$ cat src/rtl/svi_lane_reader_pkg.sv
// Shared types and helpers for the lane-bus reader: default geometry, the lane
// triple record, and lane-index arithmetic used by the dispatch pointer.
package svi_pkg;

  localparam int N_LANES_DEF = 8;
  localparam int W_DEF       = 8;
  localparam int CNT_W_DEF   = 16;
  localparam int LANE_IDX_W  = $clog2(N_LANES_DEF);

  typedef struct packed {
    logic [W_DEF-1:0] x;
    logic [W_DEF-1:0] y;
    logic [W_DEF-1:0] z;
  } lane_t;

  // Successor of a lane index on the ring of n lanes.
  function automatic int next_lane(input int idx, input int n);
    return (idx + 1 >= n) ? 0 : idx + 1;
  endfunction

endpackage

$ cat src/rtl/svi_lane_reader_if.sv
// Lane bus between the per-lane producers / downstream consumer (master) and the
// reader (slave): per-lane offer/free handshake plus the serialised output stream.
interface svi_lane_reader_if #(
  parameter int N_LANES = 8,
  parameter int W       = 8,
  parameter int CNT_W   = 16
);

  localparam int IW = $clog2(N_LANES);

  logic [N_LANES-1:0]   i_lane_vld;
  logic [N_LANES*W-1:0] i_lane_x;
  logic [N_LANES*W-1:0] i_lane_y;
  logic [N_LANES*W-1:0] i_lane_z;
  logic [N_LANES-1:0]   o_lane_rdy;
  logic                 o_vld;
  logic                 i_rdy;
  logic [IW-1:0]        o_idx;
  logic [W-1:0]         o_a;
  logic [W-1:0]         o_b;
  logic [W-1:0]         o_c;
  logic [CNT_W-1:0]     o_cnt;

  modport master (
    output i_lane_vld, i_lane_x, i_lane_y, i_lane_z, i_rdy,
    input  o_lane_rdy, o_vld, o_idx, o_a, o_b, o_c, o_cnt
  );

  modport slave (
    input  i_lane_vld, i_lane_x, i_lane_y, i_lane_z, i_rdy,
    output o_lane_rdy, o_vld, o_idx, o_a, o_b, o_c, o_cnt
  );

endinterface

$ cat src/rtl/svi_lane_reader_rr_arbiter.sv
// Combinational round-robin pick: first requesting lane at or after ptr, wrapping
// modulo N_LANES. The pointer register itself lives in the caller.
module svi_rr_arbiter #(
  parameter int N_LANES = 8,
  parameter int IW      = $clog2(N_LANES)
) (
  input  logic [N_LANES-1:0] req,
  input  logic [IW-1:0]      ptr,
  output logic [N_LANES-1:0] gnt,
  output logic [IW-1:0]      gnt_idx,
  output logic               any
);

  int j;

  always_comb begin
    gnt     = '0;
    gnt_idx = '0;
    any     = 1'b0;
    j       = 0;
    for (int i = 0; i < N_LANES; i++) begin
      j = int'(ptr) + i;
      if (j >= N_LANES) j = j - N_LANES;
      if (!any && req[j]) begin
        any     = 1'b1;
        gnt[j]  = 1'b1;
        gnt_idx = IW'(j);
      end
    end
  end

endmodule

$ cat src/rtl/svi_lane_reader.sv
// Reader end of the lane bus: one holding register per lane, round-robin dispatch
// into a single output register stage, and a wrapping delivered-word counter.
module svi_lane_reader
  import svi_pkg::*;
#(
  parameter int N_LANES = N_LANES_DEF,
  parameter int W       = W_DEF,
  parameter int CNT_W   = CNT_W_DEF
) (
  input logic              i_clk,
  input logic              i_rst,
  svi_lane_reader_if.slave bus
);

  localparam int IW = $clog2(N_LANES);

  typedef struct packed {
    logic [W-1:0] x;
    logic [W-1:0] y;
    logic [W-1:0] z;
  } word_t;

  logic [N_LANES-1:0] pend_p0;
  logic [N_LANES-1:0] accept;
  logic [N_LANES-1:0] take;
  word_t              hold_vec [N_LANES];

  logic [N_LANES-1:0] gnt;
  logic [IW-1:0]      gnt_idx;
  logic               gnt_any;
  logic [IW-1:0]      ptr;
  logic               slot_free;

  logic               vld_p1;
  logic [IW-1:0]      idx_p1;
  word_t              out_p1;
  logic [CNT_W-1:0]   cnt;

  // Lane readiness depends only on registered state and reset, never on i_lane_vld.
  assign bus.o_lane_rdy = ~pend_p0 & {N_LANES{~i_rst}};
  assign accept         = bus.i_lane_vld & bus.o_lane_rdy;
  assign slot_free      = ~vld_p1 | bus.i_rdy;
  assign take           = slot_free ? gnt : '0;

  // ---- p0: per-lane holding registers ----
  for (genvar n = 0; n < N_LANES; n++) begin : g_lane
    word_t hold;

    always_ff @(posedge i_clk) begin
      if (accept[n]) begin
        hold.x <= bus.i_lane_x[n*W +: W];
        hold.y <= bus.i_lane_y[n*W +: W];
        hold.z <= bus.i_lane_z[n*W +: W];
      end
    end

    assign hold_vec[n] = hold;
  end

  // A lane cannot accept and be dispatched on the same edge, so set/clear never collide.
  always_ff @(posedge i_clk) begin
    if (i_rst) pend_p0 <= '0;
    else       pend_p0 <= (pend_p0 | accept) & ~take;
  end

  svi_rr_arbiter #(
    .N_LANES (N_LANES),
    .IW      (IW)
  ) u_arb (
    .req     (pend_p0),
    .ptr     (ptr),
    .gnt     (gnt),
    .gnt_idx (gnt_idx),
    .any     (gnt_any)
  );

  // ---- p1: output register stage and dispatch pointer ----
  always_ff @(posedge i_clk) begin
    if (i_rst) begin
      vld_p1 <= 1'b0;
      idx_p1 <= '0;
      out_p1 <= '0;
      ptr    <= '0;
    end else if (slot_free) begin
      vld_p1 <= gnt_any;
      if (gnt_any) begin
        idx_p1 <= gnt_idx;
        out_p1 <= hold_vec[gnt_idx];
        ptr    <= IW'(next_lane(int'(gnt_idx), N_LANES));
      end
    end
  end

  always_ff @(posedge i_clk) begin
    if (i_rst)                    cnt <= '0;
    else if (vld_p1 && bus.i_rdy) cnt <= cnt + 1'b1;
  end

  assign bus.o_vld = vld_p1;
  assign bus.o_idx = idx_p1;
  assign bus.o_a   = out_p1.x;
  assign bus.o_b   = out_p1.y;
  assign bus.o_c   = out_p1.z;
  assign bus.o_cnt = cnt;

endmodule

$ cat src/flat_wrapper.sv
// flat-port wrapper written by rule: the top's interface ports become plain ports
module svi_lane_reader_flat import svi_pkg::*;
#(
  parameter int N_LANES = N_LANES_DEF,
  parameter int W       = W_DEF,
  parameter int CNT_W   = CNT_W_DEF
)
  (i_clk, i_rst, bus_i_lane_vld, bus_i_lane_x, bus_i_lane_y, bus_i_lane_z, bus_i_rdy, bus_o_lane_rdy, bus_o_vld, bus_o_idx, bus_o_a, bus_o_b, bus_o_c, bus_o_cnt);
  svi_lane_reader_if #(.N_LANES(N_LANES), .W(W), .CNT_W(CNT_W)) bus_i ();
  input logic i_clk;
  input logic i_rst;
  input wire logic [$bits(bus_i.i_lane_vld)-1:0] bus_i_lane_vld;
  input wire logic [$bits(bus_i.i_lane_x)-1:0] bus_i_lane_x;
  input wire logic [$bits(bus_i.i_lane_y)-1:0] bus_i_lane_y;
  input wire logic [$bits(bus_i.i_lane_z)-1:0] bus_i_lane_z;
  input wire logic [$bits(bus_i.i_rdy)-1:0] bus_i_rdy;
  output wire logic [$bits(bus_i.o_lane_rdy)-1:0] bus_o_lane_rdy;
  output wire logic [$bits(bus_i.o_vld)-1:0] bus_o_vld;
  output wire logic [$bits(bus_i.o_idx)-1:0] bus_o_idx;
  output wire logic [$bits(bus_i.o_a)-1:0] bus_o_a;
  output wire logic [$bits(bus_i.o_b)-1:0] bus_o_b;
  output wire logic [$bits(bus_i.o_c)-1:0] bus_o_c;
  output wire logic [$bits(bus_i.o_cnt)-1:0] bus_o_cnt;
  assign bus_i.i_lane_vld = bus_i_lane_vld;
  assign bus_i.i_lane_x = bus_i_lane_x;
  assign bus_i.i_lane_y = bus_i_lane_y;
  assign bus_i.i_lane_z = bus_i_lane_z;
  assign bus_i.i_rdy = bus_i_rdy;
  assign bus_o_lane_rdy = bus_i.o_lane_rdy;
  assign bus_o_vld = bus_i.o_vld;
  assign bus_o_idx = bus_i.o_idx;
  assign bus_o_a = bus_i.o_a;
  assign bus_o_b = bus_i.o_b;
  assign bus_o_c = bus_i.o_c;
  assign bus_o_cnt = bus_i.o_cnt;
  svi_lane_reader #(.N_LANES(N_LANES), .W(W), .CNT_W(CNT_W)) u_core (.i_clk(i_clk), .i_rst(i_rst), .bus(bus_i));
endmodule
$ cat config.mk
export PLATFORM = sky130hd
export DESIGN_NAME = svi_lane_reader_flat
export DESIGN_NICKNAME = d
export VERILOG_FILES = /design/src/rtl/svi_lane_reader_pkg.sv /design/src/rtl/svi_lane_reader_if.sv /design/src/rtl/svi_lane_reader_rr_arbiter.sv /design/src/rtl/svi_lane_reader.sv /design/src/flat_wrapper.sv
export SDC_FILE = /design/constraint.sdc
export NUM_CORES = 1
export LEC_CHECK = 0
export BUFFER_PORTS_ARGS = -buffer_cell sky130_fd_sc_hd__clkbuf_2
export CORE_MARGIN = 3
export CORE_UTILIZATION = 58
export DETAILED_ROUTE_END_ITERATION = 8
export GPL_ROUTABILITY_DRIVEN = 0
export PLACE_DENSITY = 0.83
export SLEW_MARGIN = 15
export SYNTH_ARGS = -nofsm -noshare
export SYNTH_HDL_FRONTEND = slang
export SYNTH_HIERARCHICAL = 1
export SYNTH_SLANG_ARGS = --single-unit
$ cat constraint.sdc
create_clock -name i_clk -period 7.03 [get_ports i_clk]
set_clock_uncertainty 0.15 [all_clocks]
set_input_delay 0.703 -clock i_clk [delete_from_list [all_inputs] [get_ports i_clk]]
set_output_delay 0.703 -clock i_clk [all_outputs]
set_load 0.05 [all_outputs]
==> flow_summary.json, run 1 <==
{
  "slowest_delay_ns": 0.95,
  "leakage_nw": 5.23,
  "cts_hold_buf": 0,
  "r2r-start": "u_core/ptr[1]",
  "combPwrFrac_pct": 58.6,
  "top_usage_layer": "met2",
  "register_area_um2": 6870,
  "ys_ff_latch": 247,
  "cts_tree": "yes",
  "area_growth_syn_to_layout_pct": 22.9,
  "start_util_pct": 59.7,
  "die_w_um": 143,
  "crit_type": "flip-flop to flip-flop",
  "p_int_w": 0.00462,
  "crit_chain": "inv_1 -> ha_1 -> mux2_2 -> mux4_2 -> o32a_1 -> a2111oi_1 -> nor2_1 -> a211oi_4 -> buf_4 -> mux2i_1 -> a22oi_1 -> a21oi_1 -> nor3_1",
  "cp.required_ns": 7.25,
  "period_share_pct": 88.8,
  "drive_gt1_share_pct": 33.8,
  "maxCapViolations": 0,
  "drc_errors": 0,
  "synth_cell_type_count": 62,
  "ys_seq_area_share_pct": 63.1,
  "fill_cells": 1144,
  "synth_top_area_share_pct": 53.0,
  "gr-total-overflow": 0,
  "cp_max_fo": 23,
  "dp_hpwl_mm": 21.6,
  "core_um2": 18200,
  "whs_endpoint": "u_core/g_lane[0].hold[13]",
  "power.density_nw_per_um2": 620,
  "rsz0062_at_grt": "no",
  "fin_crit_ns": 6.24,
  "max_slew.worst_pin.slew_ns": 0.869,
  "start_kind": "flip-flop",
  "drt_iter0_markers": 840,
  "clock.fmax_ghz": 0.160,
  "row_count": 49,
  "cts_max_path_buffers": 3,
  "antenna_found_initial": 1,
  "end_kind": "flip-flop",
  "grt_pass1_wl_mm": 45.4,
  "synth_edf_count": 192,
  "slew_headroom_pct": 42.1,
  "final_area_um2": 13400,
  "vias_per_cell": 6.23,
  "synthTopCellsByArea": "edfxtp_1 (53%), dfxtp_1 (10%), mux2i_1 (9.5%)",
  "yosysWarnings": 6,
  "clk_latency_ns": 0.52,
  "vias": 8127,
  "use_met3_pct": 5.86,
  "io-pin-count": 255,
  "cts_made_buffers": 26,
  "maxSlewViolCount": 0,
  "dieArea_um2": 20400,
  "grt_use_met1_pct": 35.2,
  "fin_tns_setup_ns": 0,
  "synth.net_count": 1011,
  "antenna_left": 0,
  "cp.arrival_ns": 6.47,
  "swShare_pct": 44.2,
  "multi_input_comb_area_um2": 3750,
  "worst-r2r-setup-slack_ns": 0.79,
  "wl_mm": 30.6,
  "hold_depth": 1,
  "worst_path_max_delay_cell": "ha_1",
  "final_hold_viol_count": 0,
  "status": "finished clean",
  "finalSetupViolCount": 0,
  "async_flop_share_pct": 0,
  "p_seq_share_pct": 23.5,
  "numPortBuffers": 254,
  "chipHeight_um": 143,
  "hp-start": "bus_i_lane_y[5]",
  "grtUsageTotal_pct": 29.4,
  "postSynthCellCount": 798,
  "grt_max_degree": 66,
  "htree_levels": 1,
  "synth.largest_area_cell": "edfxtp_1",
  "grt_use_met2_pct": 51.7,
  "rr_endpoint": "u_core/bus.o_c[4]",
  "cts-root-buf": "clkbuf_16",
  "nNetsFinal": 1269,
  "cts_resized": 0,
  "p_switching_w": 0.00366,
  "antenna_cells": 0,
  "syn_area_um2": 10900,
  "post-cts-setup-buffer-count": 0,
  "avgRoutedWirePerCell_um": 23.4,
  "grt_pass1_vias": 8138,
  "clkPwrFrac_pct": 17.9,
  "clk_pin_slew_worst_paths_ns": 0.06,
  "hp-class": "input pin to flip-flop",
  "first_pass_iters": 6,
  "syn_area_per_cell_um2": 13.6,
  "rr_worst_depth": 13,
  "synth_ff_type": "edfxtp_1",
  "dpl_cell_area_um2": 12400,
  "max-vdd-ir-drop_v": 0.000550,
  "numClockSinks": 247
}
## worst max-delay path, delay by kind of cell, from the launching register on
family | cells | cell delay, ns
mux | 3 | 1.28
flops | 1 | 0.77
compound gates | 5 | 1.97
fa+ha+maj | 1 | 0.95
buf+inv | 2 | 0.74
simple gates | 2 | 0.19
## final cells by class
class | instances | area share (%)
clock buffer | 30 | 5.14
clock inverter | 18 | 1.88
inverter | 10 | 0.281
multi-input combinational | 492 | 28.1
sequential | 247 | 51.4
tap | 229 | 2.14
timing repair buffer | 279 | 11.1
## registers in the layout, summed over array words and instances (netlist names)
signal / cells
u_core/pend_p0: 8
u_core/bus.o_c: 8
u_core/bus.o_a: 8
u_core/bus.o_idx: 3
u_core/bus.o_vld: 1
u_core/ptr: 3
u_core/bus.o_b: 8
u_core/g_lane.hold: 192
u_core/bus.o_cnt: 16
## Yosys cell counts, types with 9 or more instances
master      n
a211oi_1   12
a21oi_1    44
a22oi_1    53
and2_1     10
buf_2      13
clkbuf_1   26
dfxtp_1    55
edfxtp_1  192
ha_1       10
inv_1      10
mux2_2      9
mux2i_1   103
mux4_2     14
nand2_1    32
nand3_1     9
nor2_1     67
nor3_1     31
## placed cells by master, fill, tap and decap left out, types with 10 or more instances in the layout
cell,instances
clkbuf_2,254
edfxtp_1,192
mux2i_1,103
nor2_1,66
dfxtp_1,55
a22oi_1,53
a21oi_1,44
nand2_1,32
nor3_1,31
clkbuf_16,27
buf_4,23
mux4_2,14
a211oi_1,11
and2_1,10
inv_1,10
ha_1,10
## power groups by stage
stage               Combinational [W]  Clock (W)  Sequential [W]
detailed placement            0.00474          0         0.00197
CTS                           0.00479    0.00149         0.00194
floorplan                     0.00332          0         0.00213
global route                  0.00513    0.00156         0.00196
finish                        0.00486    0.00148         0.00194
global placement              0.00465          0         0.00196
## stage by stage
step	utilization, %	total power, W	cells	hold WS (ns)	setup WS, ns
6_report	73.4	0.00828	1305	0.201	0.788
5_1_grt	73.4	0.00865	1305	0.184	0.386
4_1_cts	73.4	0.00822	1305	0.185	0.849
3_5_place_dp	68.2	0.00671	1257	0.313	0.920
3_3_place_gp	68.2	0.00661	1257	0.296	1.01
2_1_floorplan	-	0.00545	798	0.359	2.38
## logic make-up after synthesis
group | Yosys count | share of synthesized area (%)
DFF | 247 | 63.1
and+or+nand+nor | 179 | 8.01
buffers and inverters | 59 | 2.56
adders and majority gates | 10 | 1.15
AOI/OAI and AO/OA | 158 | 10.1
xor gates and xnor gates | 15 | 1.21
muxes | 130 | 13.8
## worst max path at each step
| stage | from | to | slack, ns |
|---|---|---|---|
| after global routing | u_core/ptr[1] | u_core/bus.o_b[6] | 0.39 |
| after detailed placement | u_core/ptr[1] | u_core/bus.o_b[6] | 0.92 |
| after global placement | u_core/ptr[1] | u_core/bus.o_a[7] | 1.01 |
| after floorplan | u_core/ptr[0] | u_core/bus.o_a[6] | 2.38 |
| after CTS | u_core/ptr[1] | u_core/bus.o_b[6] | 0.85 |
| final | u_core/ptr[1] | u_core/bus.o_c[4] | 0.79 |
## metal layers
layer	wire [um]	vias to the layer above
met2	15600	544
li1	-	3618
met5	13	-
met3	3010	125
met1	10400	3838
met4	1590	2
Note: power is estimated with default switching activity, not from simulation.
==> inputs of run 2 (changes only) <==
--- a/config.mk
+++ b/config.mk
@@ -7,12 +7,11 @@
 export LEC_CHECK = 0
 export BUFFER_PORTS_ARGS = -buffer_cell sky130_fd_sc_hd__clkbuf_2
 export CORE_MARGIN = 3
-export CORE_UTILIZATION = 58
+export CORE_UTILIZATION = 59
 export DETAILED_ROUTE_END_ITERATION = 8
 export GPL_ROUTABILITY_DRIVEN = 0
-export PLACE_DENSITY = 0.83
+export PLACE_DENSITY = 0.84
 export SLEW_MARGIN = 15
 export SYNTH_ARGS = -nofsm -noshare
 export SYNTH_HDL_FRONTEND = slang
-export SYNTH_HIERARCHICAL = 1
 export SYNTH_SLANG_ARGS = --single-unit
==> flow_summary.json, run 2 <==
{
  "status": "finished clean",
  "core_um2": 18400,
  "cts_tree": "yes",
  "crit_buf_inv": 2,
  "grt_max_degree": 64,
  "final_area_um2": 13500,
  "grt_pass1_vias": 8521,
  "maxSlewViolCount": 0,
  "period_share_pct": 80.6,
  "synth.net_count": 1068,
  "cts_max_path_buffers": 3,
  "clk_pin_slew_worst_paths_ns": 0.06,
  "numPortBuffers": 254,
  "cp_max_fo": 27,
  "synth_top_area_share_pct": 51.1,
  "crit_type": "flip-flop to flip-flop",
  "rr_worst_depth": 13,
  "grtUsageTotal_pct": 29.0,
  "antenna_left": 0,
  "synth_edf_count": 192,
  "synth.largest_area_cell": "edfxtp_1",
  "vias": 8512,
  "max_slew.worst_pin.slew_ns": 1.19,
  "rsz0062_at_grt": "no",
  "cp.required_ns": 7.31,
  "start_util_pct": 61.3,
  "async_flop_share_pct": 0,
  "cp.depth": 13,
  "nNetsFinal": 1299,
  "gr-total-overflow": 0,
  "largest_register_ffs": 192,
  "grt_pass1_wl_mm": 46.3,
  "numClockSinks": 247,
  "vias_per_cell": 6.37,
  "placedCellCount": 1287,
  "cts_made_buffers": 26,
  "io-pin-count": 255,
  "crit_family": "compound AO/OA/AOI/OAI gates",
  "cts-root-buf": "clkbuf_16",
  "area_growth_syn_to_layout_pct": 20.1,
  "post-cts-setup-buffer-count": 0,
  "finalSetupViolCount": 0,
  "fin_tns_setup_ns": 0,
  "final_hold_viol_count": 0,
  "drc_errors": 0,
  "finalNonFillerCells": 1336,
  "final_common_cell": "clkbuf_2",
  "syn_area_um2": 11300,
  "end_kind": "flip-flop",
  "htree_levels": 1,
  "ys_seq_area_share_pct": 60.9,
  "crit_chain": "inv_2 -> ha_1 -> mux2i_1 -> mux4_2 -> a32o_1 -> nand4_2 -> or2_2 -> a32o_1 -> clkinv_2 -> ha_1 -> nor2_1 -> o21ai_0 -> a311oi_1",
  "hp-class": "input pin to flip-flop",
  "dpl_cell_area_um2": 12700,
  "clock.fmax_ghz": 0.176,
  "row_count": 49,
  "yosysWarnings": 0,
  "yosysMostFrequentCell": "edfxtp_1",
  "cts_resized": 0,
  "drive_gt1_share_pct": 35.8,
  "clk_latency_ns": 0.53,
  "syn_area_per_cell_um2": 13.2,
  "dieArea_um2": 20800,
  "start_kind": "flip-flop",
  "cts_hold_buf": 0,
  "antenna_found_initial": 1,
  "fill_cells": 1163,
  "regMostFlops": "u_core.g_lane.hold",
  "synth_cell_type_count": 55,
  "synthTopCellsByArea": "edfxtp_1 (51%), dfxtp_1 (9.8%), mux2_2 (5.8%)",
  "fin_crit_ns": 5.67,
  "hold_depth": 1,
  "die_w_um": 144,
  "drt_iter0_markers": 1001,
  "hold_slack_ns": 0.197,
  "final_cell_mix": "clkbuf_2 (257), edfxtp_1 (192), nor2_1 (68)",
  "dp_hpwl_mm": 21.1,
  "chipHeight_um": 144,
  "synth_ff_type": "edfxtp_1",
  "slowest_delay_ns": 0.92,
  "avgRoutedWirePerCell_um": 22.8,
  "worst_path_max_delay_cell": "a32o_1",
  "postSynthCellCount": 855,
  "maxCapViolations": 0,
  "ys_ff_latch": 247,
  "wl_mm": 30.5,
  "netlist_top_cells_count": "edfxtp_1 (192), nor2_1 (68), mux2_2 (58), dfxtp_1 (55), o211ai_1 (50)",
  "first_pass_iters": 5,
  "cp.arrival_ns": 5.95,
  "slew_headroom_pct": 20.4
}
## run 2: worst reg2reg max path, stage by stage, from the launching register on
cell and delay [ns]:
dfxtp_1 0.34, inv_2 0.19, ha_1 0.84, mux2i_1 0.23, mux4_2 0.52, a32o_1 0.38
nand4_2 0.23, or2_2 0.17, a32o_1 0.92, clkinv_2 0.71, ha_1 0.44, nor2_1 0.11
o21ai_0 0.09, a311oi_1 0.28
## run 2: final timing paths
| kind | startpoint | slack, ns | end |
|---|---|---|---|
| setup reg to reg | u_core.ptr[0] | 1.36 | u_core.ptr[2] |
| setup / recovery | u_core.ptr[0] | 1.36 | u_core.ptr[2] |
| hold reg to reg | u_core.bus.o_cnt[15] | 0.34 | u_core.bus.o_cnt[15] |
| hold / removal | bus_i_lane_x[3] | 0.20 | u_core.g_lane[0].hold[19] |
## run 2: cells by family after synthesis
| group | share of synthesized area, % |
|---|---|
| flip-flops | 60.9 |
| AO/OA/AOI/OAI | 15.5 |
| AND/OR/NAND/NOR | 7.05 |
| buffers and inverters | 4.21 |
| multiplexers | 10.0 |
| XOR/XNOR | 1.15 |
| adder cells (fa/ha/maj) | 1.11 |
## run 2: final cells by class
class	instances	area [um2]	share of cell area, %
Tap cell	229	287	2.12
Timing Repair Buffer	275	1440	10.6
Multi-Input combinational cell	503	3970	29.3
Inverter	33	125	0.924
Clock inverter	11	129	0.952
Sequential cell	247	6870	50.7
Clock buffer	37	717	5.30
Antenna cell	1	2.50	0.0185
## run 2: per-layer routing
layer  up-vias  track usage, %  wire, um
li1       3833               -         -
met1      4023            36.8     11100
met2       550            47.4     14600
met3       106            6.32      3030
met4         0            14.7      1700
met5         -               0         0
## run 2: per-stage QoR
stage          utilization, %  setup WS (ns)
3_3_place_gp             69.0           1.59
4_1_cts                  73.6           1.45
2_1_floorplan               -           2.84
5_1_grt                  73.6          0.983
3_5_place_dp             69.0           1.47
6_report                 73.6           1.36
Power of run 2 is not shown: default switching activity piles up to over one toggle a cycle in this logic, so the estimate is an artifact.
==> inputs of run 3 (changes only) <==
--- a/config.mk
+++ b/config.mk
@@ -7,10 +7,10 @@
 export LEC_CHECK = 0
 export BUFFER_PORTS_ARGS = -buffer_cell sky130_fd_sc_hd__clkbuf_2
 export CORE_MARGIN = 3
-export CORE_UTILIZATION = 59
+export CORE_UTILIZATION = 49
 export DETAILED_ROUTE_END_ITERATION = 8
 export GPL_ROUTABILITY_DRIVEN = 0
-export PLACE_DENSITY = 0.84
+export PLACE_DENSITY = 0.74
 export SLEW_MARGIN = 15
 export SYNTH_ARGS = -nofsm -noshare
 export SYNTH_HDL_FRONTEND = slang
==> constraint.sdc (replaced) <==
create_clock -name i_clk -period 4.9 [get_ports i_clk]
set_clock_uncertainty 0.15 [all_clocks]
set_input_delay 0.49 -clock i_clk [delete_from_list [all_inputs] [get_ports i_clk]]
set_output_delay 0.49 -clock i_clk [all_outputs]
set_load 0.05 [all_outputs]
==> flow_summary.json, run 3 (synthesis results as in run 2) <==
{
  "grtUsageTotal_pct": 29.1,
  "final_hold_viol_count": 0,
  "cp.required_ns": 5.19,
  "crit_family": "adder cells",
  "drt_iter0_markers": 776,
  "cts_tree": "yes",
  "core_um2": 22200,
  "cts_max_path_buffers": 3,
  "crit_type": "flip-flop to flip-flop",
  "cp.arrival_ns": 4.71,
  "numClockSinks": 247,
  "io-pin-count": 255,
  "final_cell_mix": "clkbuf_2 (254), edfxtp_1 (192), dlygate4sd3_1 (184)",
  "drc_errors": 0,
  "grt_max_degree": 64,
  "rsz0062_at_grt": "no",
  "numPortBuffers": 254,
  "dieArea_um2": 24900,
  "dpl_worst_slack_ns": 0.507,
  "largest_register_ffs": 192,
  "max-vdd-ir-drop_v": 0.000867,
  "combPwrFrac_pct": 61.2,
  "wl_mm": 36.8,
  "cts-root-buf": "clkbuf_16",
  "worst_path_max_delay_cell": "ha_1",
  "vias": 9344,
  "start_util_pct": 50.7,
  "crit_buf_inv": 3,
  "drive_gt1_share_pct": 31.1,
  "setup_ws_ns": 0.484,
  "p_int_w": 0.00646,
  "gr-total-overflow": 0,
  "maxSlewViolCount": 0,
  "status": "finished clean",
  "swShare_pct": 47.0,
  "leakage_nw": 6.04,
  "antenna_found_initial": 1,
  "hp-class": "input pin to flip-flop",
  "post-cts-setup-buffer-count": 0,
  "die_w_um": 158,
  "power.density_nw_per_um2": 785,
  "max_slew.worst_pin.slew_ns": 0.873,
  "hold_slack_ns": 0.00492,
  "regMostFlops": "u_core.g_lane.hold",
  "first_pass_iters": 5,
  "crit_chain": "inv_2 -> ha_1 -> mux2i_1 -> mux4_2 -> a32o_1 -> nand4_2 -> or2_2 -> a32o_1 -> buf_4 -> clkinv_2 -> ha_1 -> nor2_1 -> o21ai_0 -> a311oi_1",
  "period_share_pct": 90.1,
  "dp_hpwl_mm": 21.5,
  "slew_headroom_pct": 41.7,
  "avgRoutedWirePerCell_um": 23.3,
  "p_switching_w": 0.00573,
  "clock.fmax_ghz": 0.226,
  "htree_levels": 1,
  "slowest_delay_ns": 0.60,
  "area_growth_syn_to_layout_pct": 37.8,
  "maxCapViolations": 0,
  "nNetsFinal": 1493,
  "grt_pass1_wl_mm": 55.4,
  "fin_tns_setup_ns": 0,
  "cp_max_fo": 27,
  "grt_pass1_vias": 9650,
  "chipHeight_um": 158,
  "antenna_left": 0,
  "p_seq_share_pct": 22.8,
  "clkPwrFrac_pct": 16.0,
  "start_kind": "flip-flop",
  "fin_crit_ns": 4.42,
  "cts_made_buffers": 26,
  "vias_per_cell": 5.91,
  "clk_pin_slew_worst_paths_ns": 0.06,
  "clk_latency_ns": 0.53,
  "power_w": 0.0122,
  "final_common_cell": "clkbuf_2",
  "end_kind": "flip-flop",
  "cts_resized": 0,
  "finalSetupViolCount": 0,
  "row_count": 54
}
[run 3: cell count changes in the layout (fill, tap and decap cells not counted), sizes merged]
| cell | before | now |
|---|---|---|
| clkinv | 7 | 8 |
| dlygate4sd3 | 0 | 184 |
| inv | 33 | 32 |
| buf | 21 | 31 |
[run 3: routing by layer]
metal	track usage (%)	up-vias	share of wire [%]
met4	13.2	0	4.6
met5	0	-	0
met3	5.44	101	7.8
li1	-	4207	-
met1	35.2	4525	37
met2	50.5	511	51
[run 3: final cells by class]
| type | instances | area, um2 |
|---|---|---|
| Fill cell | 1481 | 6690 |
| Sequential cell | 247 | 6870 |
| Clock inverter | 11 | 124 |
| Inverter | 33 | 125 |
| Timing Repair Buffer | 469 | 3370 |
| Multi-Input combinational cell | 503 | 3980 |
| Clock buffer | 37 | 712 |
| Antenna cell | 1 | 2.50 |
| Tap cell | 280 | 350 |
[run 3: path summary, 6_finish.rpt]
check                           cells after the start  slack (ns)                  endpoint              start
worst min register to register                      2        0.35         u_core.bus.o_c[2]  u_core.bus.o_c[2]
worst min-delay path                                1       0.005  u_core.g_lane[1].hold[0]    bus_i_lane_z[8]
worst max register to register                     14        0.48             u_core.ptr[2]      u_core.ptr[0]
worst max-delay path                               14        0.48             u_core.ptr[2]      u_core.ptr[0]
[run 3: timing repair]
item | 4_1_cts | 5_1_grt
hold endpoints to repair | 177 | 7
setup endpoints to repair | 0 | 0
hold buffers | 177 | 7
[run 3: stage by stage]
| stage | util (%) | instances | cell area [um2] |
|---|---|---|---|
| 3_5_place_dp | 57.8 | 1348 | 12900 |
| 3_3_place_gp | 57.8 | 1348 | 12900 |
| 4_1_cts | 69.6 | 1573 | 15500 |
| 6_report | 69.9 | 1581 | 15500 |
| 2_1_floorplan | - | 855 | 11300 |
| 5_1_grt | 69.9 | 1581 | 15500 |
[run 3: power by group through the flow]
stage                     Clock, W  Sequential (W)  Combinational [W]
after floorplan                  0         0.00301            0.00498
after global placement           0         0.00279            0.00711
after detailed placement         0         0.00280            0.00722
after CTS                  0.00195         0.00276            0.00735
after global routing       0.00205         0.00279            0.00800
final                      0.00195         0.00278            0.00746
